`config.mk`:
```
export PLATFORM = sky130hd
export DESIGN_NAME = inst_fetch_unit
export DESIGN_NICKNAME = d
export VERILOG_FILES = /design/src/rtl/inst_fetch_unit.sv
export SDC_FILE = /design/constraint.sdc
export NUM_CORES = 1
export LEC_CHECK = 0
export ABC_AREA = 1
export CORE_MARGIN = 2
export CORE_UTILIZATION = 55
export CTS_CLUSTER_DIAMETER = 200
export DETAILED_ROUTE_END_ITERATION = 12
export DONT_BUFFER_PORTS = 1
export GPL_TIMING_DRIVEN = 0
export PLACE_DENSITY = 0.8
export SETUP_SLACK_MARGIN = 0.2
export SLEW_MARGIN = 20
export SYNTH_ARGS = -nofsm -noshare
export SYNTH_HDL_FRONTEND = slang
export SYNTH_SLANG_ARGS = --single-unit
```
`constraint.sdc`:
```
create_clock -name clk_i -period 8.6 [get_ports clk_i]
set_input_delay 1.29 -clock clk_i [delete_from_list [all_inputs] [get_ports clk_i]]
set_output_delay 1.29 -clock clk_i [all_outputs]
set_load 0.1 [all_outputs]
```
`src/rtl/inst_fetch_unit.sv`:
```
// Instruction-fetch front end: owns the PC, fetches over a req/ack handshake
// into a small prefetch queue and presents the head {pc, inst} to IF/ID.
module inst_fetch_unit #(
    parameter logic [31:0] RESET_PC = 32'h0000_0000,
    parameter int          QDEPTH   = 2
) (
    input  logic        clk_i,
    input  logic        rst_i,
    input  logic        stall_i,
    input  logic        flush_i,
    input  logic [31:0] branch_target_i,
    output logic        imem_req_o,
    output logic [31:0] imem_addr_o,
    input  logic        imem_ack_i,
    input  logic [31:0] imem_data_i,
    output logic [31:0] pc_o,
    output logic [31:0] inst_o,
    output logic        valid_o
);

    localparam int PW = $clog2(QDEPTH);
    localparam int CW = PW + 1;

    typedef enum logic [1:0] {
        S_IDLE,
        S_REQ,
        S_DRAIN
    } state_t;

    state_t        r_state;
    state_t        w_state_nxt;
    logic [31:0]   r_fetch_pc;
    logic [31:0]   w_fetch_pc_nxt;
    logic [31:0]   r_drain_addr;
    logic [31:0]   w_drain_addr_nxt;
    logic [31:0]   r_q_pc   [QDEPTH];
    logic [31:0]   r_q_inst [QDEPTH];
    logic [PW-1:0] r_rd_ptr;
    logic [PW-1:0] r_wr_ptr;
    logic [CW-1:0] r_count;
    logic [CW-1:0] w_count_nxt;
    logic          w_empty;
    logic          w_push;
    logic          w_pop;
    logic          w_space;

    assign w_empty = (r_count == '0);
    assign w_pop   = !w_empty && !stall_i && !flush_i;
    assign w_push  = (r_state == S_REQ) && imem_ack_i && !flush_i;

    // Space is judged on the occupancy after this cycle's push/pop, so a pop
    // frees room for a request that appears on the bus in the next cycle.
    assign w_count_nxt = flush_i ? '0
                       : (r_count + CW'(w_push) - CW'(w_pop));
    assign w_space     = (w_count_nxt < CW'(QDEPTH));

    always_comb begin
        w_state_nxt      = r_state;
        w_fetch_pc_nxt   = r_fetch_pc;
        w_drain_addr_nxt = r_drain_addr;
        case (r_state)
            S_IDLE: begin
                if (!flush_i && w_space) begin
                    w_state_nxt = S_REQ;
                end
            end
            S_REQ: begin
                if (flush_i) begin
                    if (imem_ack_i) begin
                        w_state_nxt = S_IDLE;
                    end else begin
                        w_state_nxt      = S_DRAIN;
                        w_drain_addr_nxt = r_fetch_pc;
                    end
                end else if (imem_ack_i) begin
                    w_fetch_pc_nxt = r_fetch_pc + 32'd4;
                    w_state_nxt    = w_space ? S_REQ : S_IDLE;
                end
            end
            S_DRAIN: begin
                // The stale request must complete before a new one may issue.
                if (imem_ack_i) begin
                    w_state_nxt = (!flush_i && w_space) ? S_REQ : S_IDLE;
                end
            end
            default: begin
                w_state_nxt = S_IDLE;
            end
        endcase
        if (flush_i) begin
            w_fetch_pc_nxt = branch_target_i;
        end
    end

    always_ff @(posedge clk_i) begin
        if (rst_i) begin
            r_state      <= S_IDLE;
            r_fetch_pc   <= RESET_PC;
            r_drain_addr <= 32'h0;
            r_rd_ptr     <= '0;
            r_wr_ptr     <= '0;
            r_count      <= '0;
        end else begin
            r_state      <= w_state_nxt;
            r_fetch_pc   <= w_fetch_pc_nxt;
            r_drain_addr <= w_drain_addr_nxt;
            r_count      <= w_count_nxt;
            if (flush_i) begin
                r_rd_ptr <= '0;
                r_wr_ptr <= '0;
            end else begin
                if (w_pop) begin
                    r_rd_ptr <= r_rd_ptr + PW'(1);
                end
                if (w_push) begin
                    r_wr_ptr <= r_wr_ptr + PW'(1);
                end
            end
        end
    end

    always_ff @(posedge clk_i) begin
        if (w_push) begin
            r_q_pc[r_wr_ptr]   <= r_fetch_pc;
            r_q_inst[r_wr_ptr] <= imem_data_i;
        end
    end

    assign imem_req_o  = !rst_i && (r_state != S_IDLE);
    assign imem_addr_o = (r_state == S_DRAIN) ? r_drain_addr : r_fetch_pc;
    assign valid_o     = !rst_i && !w_empty;
    assign pc_o        = valid_o ? r_q_pc[r_rd_ptr]   : 32'h0;
    assign inst_o      = valid_o ? r_q_inst[r_rd_ptr] : 32'h0;

endmodule

```
[Word level (Yosys, flattened, before mapping)]
Memories as Yosys holds them, arrays and structs flattened. A register that Yosys moved wholly into a read port is not among the register bits.
Cells that the tools add are included.
Cells by class
  add/sub/neg operators: 5
  multipliers: 0
  div/mod/pow operators: 0
  $lt $le $gt $ge: 1
  equality and inequality tests: 5
  shift operators: 0
  mux-type cells: 21
  bitwise gates (word level): 1
  reduce and logical (&&, ||, !) cells: 20
Operator list (number)
  32-bit two-way mux: 6
  32-bit by 3-bit adder with 32-bit output (second input constant): 1
  2-bit two-way mux: 6
  1-bit two-way mux: 8
  1-bit logical AND: 7
  2-bit one-hot mux with 3 select lines: 1
  3-bit AND reduction: 2
  2-bit nonzero test: 3
  1-bit zero test: 4
  2-bit zero test: 2
  2-bit inequality test (second input constant): 2
  3-bit inequality test (second input constant): 1
  1-bit adder (second input constant): 2
  2-bit by 1-bit adder with 2-bit output: 1
  2-bit by 1-bit == test with 1-bit output (second input constant): 1
  2-bit == test (second input constant): 1
  2-bit < comparator (second input constant): 1
  2-bit AND reduction: 1
  2-bit OR reduction: 1
  2-bit by 1-bit subtractor with 2-bit output: 1
  1-bit inverter: 1
Word-level totals
  register bits after elaboration: 70
  bits in latches: 0
  memory bits (writable): 128
  memory bits (read-only): 0
  word-level logic and storage cells: 61
  memories: 2
Memories
  r_q_inst: words 2, width 32, rd ports 1, clocked after Yosys merged registers in 1, wr ports 1, RTL line 37  | logic [31:0] r_q_inst [QDEPTH];
  r_q_pc: words 2, width 32, rd ports 1, clocked after Yosys merged registers in 1, wr ports 1, RTL line 36  | logic [31:0] r_q_pc [QDEPTH];

[Longest topological paths before layout]
  depth after elaboration: 11
  depth in mapped cells: 12
  depth with buffers taken out: 12

[Worst setup path after synthesis]
OpenSTA, ideal clock, no wires.
  path kind: input-to-reg
  from: input port imem_ack_i
  to: memory r_q_inst[1][0] (enable)
  arrival: 4.334 ns
  data required time: 8.112 ns
  path slack: 3.779 ns
  cell stages on the path: 4
  path buffers: 0
  cell sequence: nand2_4 -> nor2_4 -> inv_1 -> nor2_1
On the way
  cells in the longest elaborated chain, start to end: 4
RTL lines
  start, declared: RTL line 14  | input logic imem_ack_i,
  1-bit logical AND (2 in series): RTL line 49  | assign w_push = (r_state == S_REQ) && imem_ack_i && !flush_i;
  1-bit two-way mux: RTL line 123  | if (w_push) begin
  1-bit two-way mux (implied by the code): RTL line 125  | r_q_inst[r_wr_ptr] <= imem_data_i;
  end, declared: RTL line 37
No other way between the ends.

[Worst setup path after layout]
  from: input port rst_i
  to: output port pc_o[22]
On the way
  cells in the longest elaborated chain, start to end: 3
RTL lines
  start, declared: RTL line 8  | input logic rst_i,
  1-bit zero test: RTL line 131  | assign valid_o = !rst_i && !w_empty;
  1-bit logical AND: RTL line 131
  32-bit two-way mux: RTL line 132  | assign pc_o = valid_o ? r_q_pc[r_rd_ptr] : 32'h0;
  end, declared: RTL line 16  | output logic [31:0] pc_o,
No other way between the ends.

==> metrics <==
outcome=finished clean; cells along the critical path=nor2_1 > buf_2 > buf_1 > nand2_1 > inv_1; Achievable Freq=240 MHz; Leak Pwr=between 4 and 5 nW; Critical path origin=rst_i; clock sinks=just under 200; Post-DP HPWL=~16,000 um; Setup TNS=0 ns; wirelength, routed=~21,000 um; H-tree level count=4; Int Power=between 1.5 and 2 mW; Switch Pwr=approximately 0.53 mW; crit path DAT=around 2.9 ns; PostCTS Resize Cnt=0; DRC Markers=0; Synth Area per Inst=9.46 um2; fin. max-slew vios=0; Final Hold Vio Count=0; fin worst setup slack=about 4.4 ns; DRT Pass-1 Iters=5; first-pass GRT wire length=about 33,000 um; final setup fails=0; Net Sw Frac=0.262; pin count of the biggest net entering global routing=26; CTS tree=done; GRT Overall Usage=0.247; # diodes=0; die height=between 100 and 150 um; nets=roughly 1,100; #FFs+latches synth=between 150 and 200; EDFF count, synth=~130; Area Overhead vs Synth=12.0%; Syn Nets=about 1,000; pwr dens=slightly above 200 mW/mm2; cell taking the most area after synthesis=edfxtp_1; total grt overflow=0; required time worst endpoint=7.31 ns; worst r2r path cells=12; Wirelength per Cell=roughly 18 um; core area=0.0160 mm2; Synth async-reset ratio=0; Starting Density=0.566; WP buf/inv=3; vias=6,612; Max Cap Violations=0; clk slew on worst S/H paths=about 0.070 ns; Synth cell types=33; yosys warns=0; initial DRC count=536; synthesized area=0.00905 mm2; worst flop-to-flop path endpoint=r_state[0]$_SDFFE_PP0P_; Final Cycle Share=0.484; CTS max path bufs=2; GPL Wtd Cong=between 0.9 and 1; Most used DFF post-synth=edfxtp_1; Num CTS Buffers=17; CTS root buffer=clkbuf_16; commonest non-fill, non-tap cells in the layout=235 x nand2_1, 128 x edfxtp_1, 115 x inv_1; worst relative slew slack=0.242; minimum clock period=around 4.2 ns; Peak supply drop=between 0.00015 and 0.0002 V; Worst path slowest cell=inv_1; setup bufs post-CTS=0; Port-buffer cells=0; power share of the sequential group=0.520; CP Depth=5; FF-to-FF setup slack=slightly above 6 ns; Setup crit end=pc_o[22]; CP peak stage delay=0.63 ns; Post-CTS Hold Buffers=0; DIE AREA=about 0.017 mm2; power share of the clock group=0.389; WS Path Type=input pin to primary output; Worst-Skew Late Latency=between 0.4 and 0.5 ns; sequential cell area fraction in the yosys report=0.582; Worst Tran Pin Value=between 1 and 1.5 ns; I/O pin cnt=around 170; Place WS=between 4 and 5 ns; Combinational Power Share=0.091; Max FO, Critical Path=10; critical path startpoint category=input pin; synthesized instance count=around 960; drt via density=~5.5; FF-to-FF Start=r_state[0]$_SDFFE_PP0P_; top-area cell type share of the netlist area=0.425; Min-Delay Path Class=flip-flop to flip-flop; vias in the first global route=just over 6,000; placement row count=46; initial antenna violation count=0; Critical Path Sink Type=primary output; most common cell after layout, fill and taps aside=nand2_1; final antenna-violating net count=0; layout cells sized above 1=0.181; critical path's top delay family=buffers and inverters; Layout Skew=about 0.011 ns; unrepaired setup endpoints after global routing=no; die width=~130 um; synth top area cells=edfxtp_1 42%, dfxtp_1 16%, nand2_1 9.7%, mux2_2 8.0%, inv_1 4.8%
flip-flops by register name, summed over array words and instances, names as in the netlist, named ones only:
name,cells
r_q_inst,64
r_drain_addr,32
r_q_pc,64
r_wr_ptr,1
r_state,2
r_rd_ptr,1
r_fetch_pc,32
r_count,2
per-layer routing:
| layer | global-route usage | vias to the layer above | wire, um |
|---|---|---|---|
| met5 | 0 | - | 0 |
| met2 | 0.400 | 303 | 10000 |
| met4 | 0.0932 | 0 | 486 |
| met1 | 0.314 | 3077 | 8860 |
| li1 | - | 3196 | - |
| met3 | 0.0765 | 36 | 1960 |
cell usage after synthesis (4+ instances only):
cell type,n
buf_2,18
dfxtp_1,71
nand3_1,30
edfxtp_1,128
o21ai_0,77
inv_1,115
mux2_2,64
nor2_1,85
nor2_2,10
xor2_1,6
a31oi_1,8
buf_1,7
nand2_1,235
a21oi_1,52
inv_2,5
nor2_4,4
buf_4,4
o21ai_1,5
clkbuf_1,12
worst min-delay path by stage:
stage | startpoint | to | slack, ns | cells after the start
3_3_place_gp | r_rd_ptr$_SDFFE_PP0P_ | r_rd_ptr$_SDFFE_PP0P_ | 0.46 | 2
3_5_place_dp | r_rd_ptr$_SDFFE_PP0P_ | r_rd_ptr$_SDFFE_PP0P_ | 0.47 | 2
2_1_floorplan | r_rd_ptr$_SDFFE_PP0P_ | flip-flop | 0.45 | 2
5_1_grt | r_rd_ptr$_SDFFE_PP0P_ | r_rd_ptr$_SDFFE_PP0P_ | 0.52 | 2
6_report | r_rd_ptr$_SDFFE_PP0P_ | r_rd_ptr$_SDFFE_PP0P_ | 0.49 | 2
4_1_cts | r_rd_ptr$_SDFFE_PP0P_ | r_rd_ptr$_SDFFE_PP0P_ | 0.50 | 2
power groups by stage:
| stage | clock network (mW) | logic [mW] | registers [mW] |
|---|---|---|---|
| after floorplan | 0 | 0.153 | 1.07 |
| after global placement | 0 | 0.173 | 1.08 |
| after detailed placement | 0 | 0.183 | 1.08 |
| after CTS | 0.804 | 0.184 | 1.06 |
| after global routing | 0.841 | 0.196 | 1.06 |
| final | 0.795 | 0.185 | 1.06 |
worst min-delay path, delay by kind of cell, from the launching register on:
kind | cells | cell delay [ns]
buffers and inverters | 1 | 0.08
DFF | 1 | 0.30
AOI/OAI and AO/OA | 1 | 0.07
cell families after synthesis:
logic type	count (synthesis)	share of synthesized area
buf+inv	162	0.0716
compound gates	149	0.0856
mux	64	0.0796
fa+ha+maj	3	0.00415
flops	199	0.582
simple gates	373	0.170
xor+xnor	7	0.00677
metrics by stage:
step / power (mW) / instances / hold WS (ns) / utilization / instance area, um2
floorplan: 1.23 / 957 / 0.447 / - / 9050
global placement: 1.25 / 1173 / 0.457 / 0.582 / 9320
detailed placement: 1.27 / 1177 / 0.472 / 0.596 / 9540
CTS: 2.05 / 1209 / 0.496 / 0.633 / 10100
global route: 2.10 / 1209 / 0.518 / 0.633 / 10100
finish: 2.04 / 1209 / 0.493 / 0.633 / 10100
final cells by class:
| cell class | count | area [um2] |
|---|---|---|
| Buffer | 41 | 193 |
| Clock buffer | 17 | 425 |
| Clock inverter | 15 | 168 |
| Fill cell | 1302 | 5870 |
| Inverter | 121 | 457 |
| Multi-Input combinational cell | 596 | 3260 |
| Sequential cell | 199 | 5270 |
| Tap cell | 216 | 270 |
| Timing Repair Buffer | 4 | 95.1 |
(Power assumes the default switching activity.)
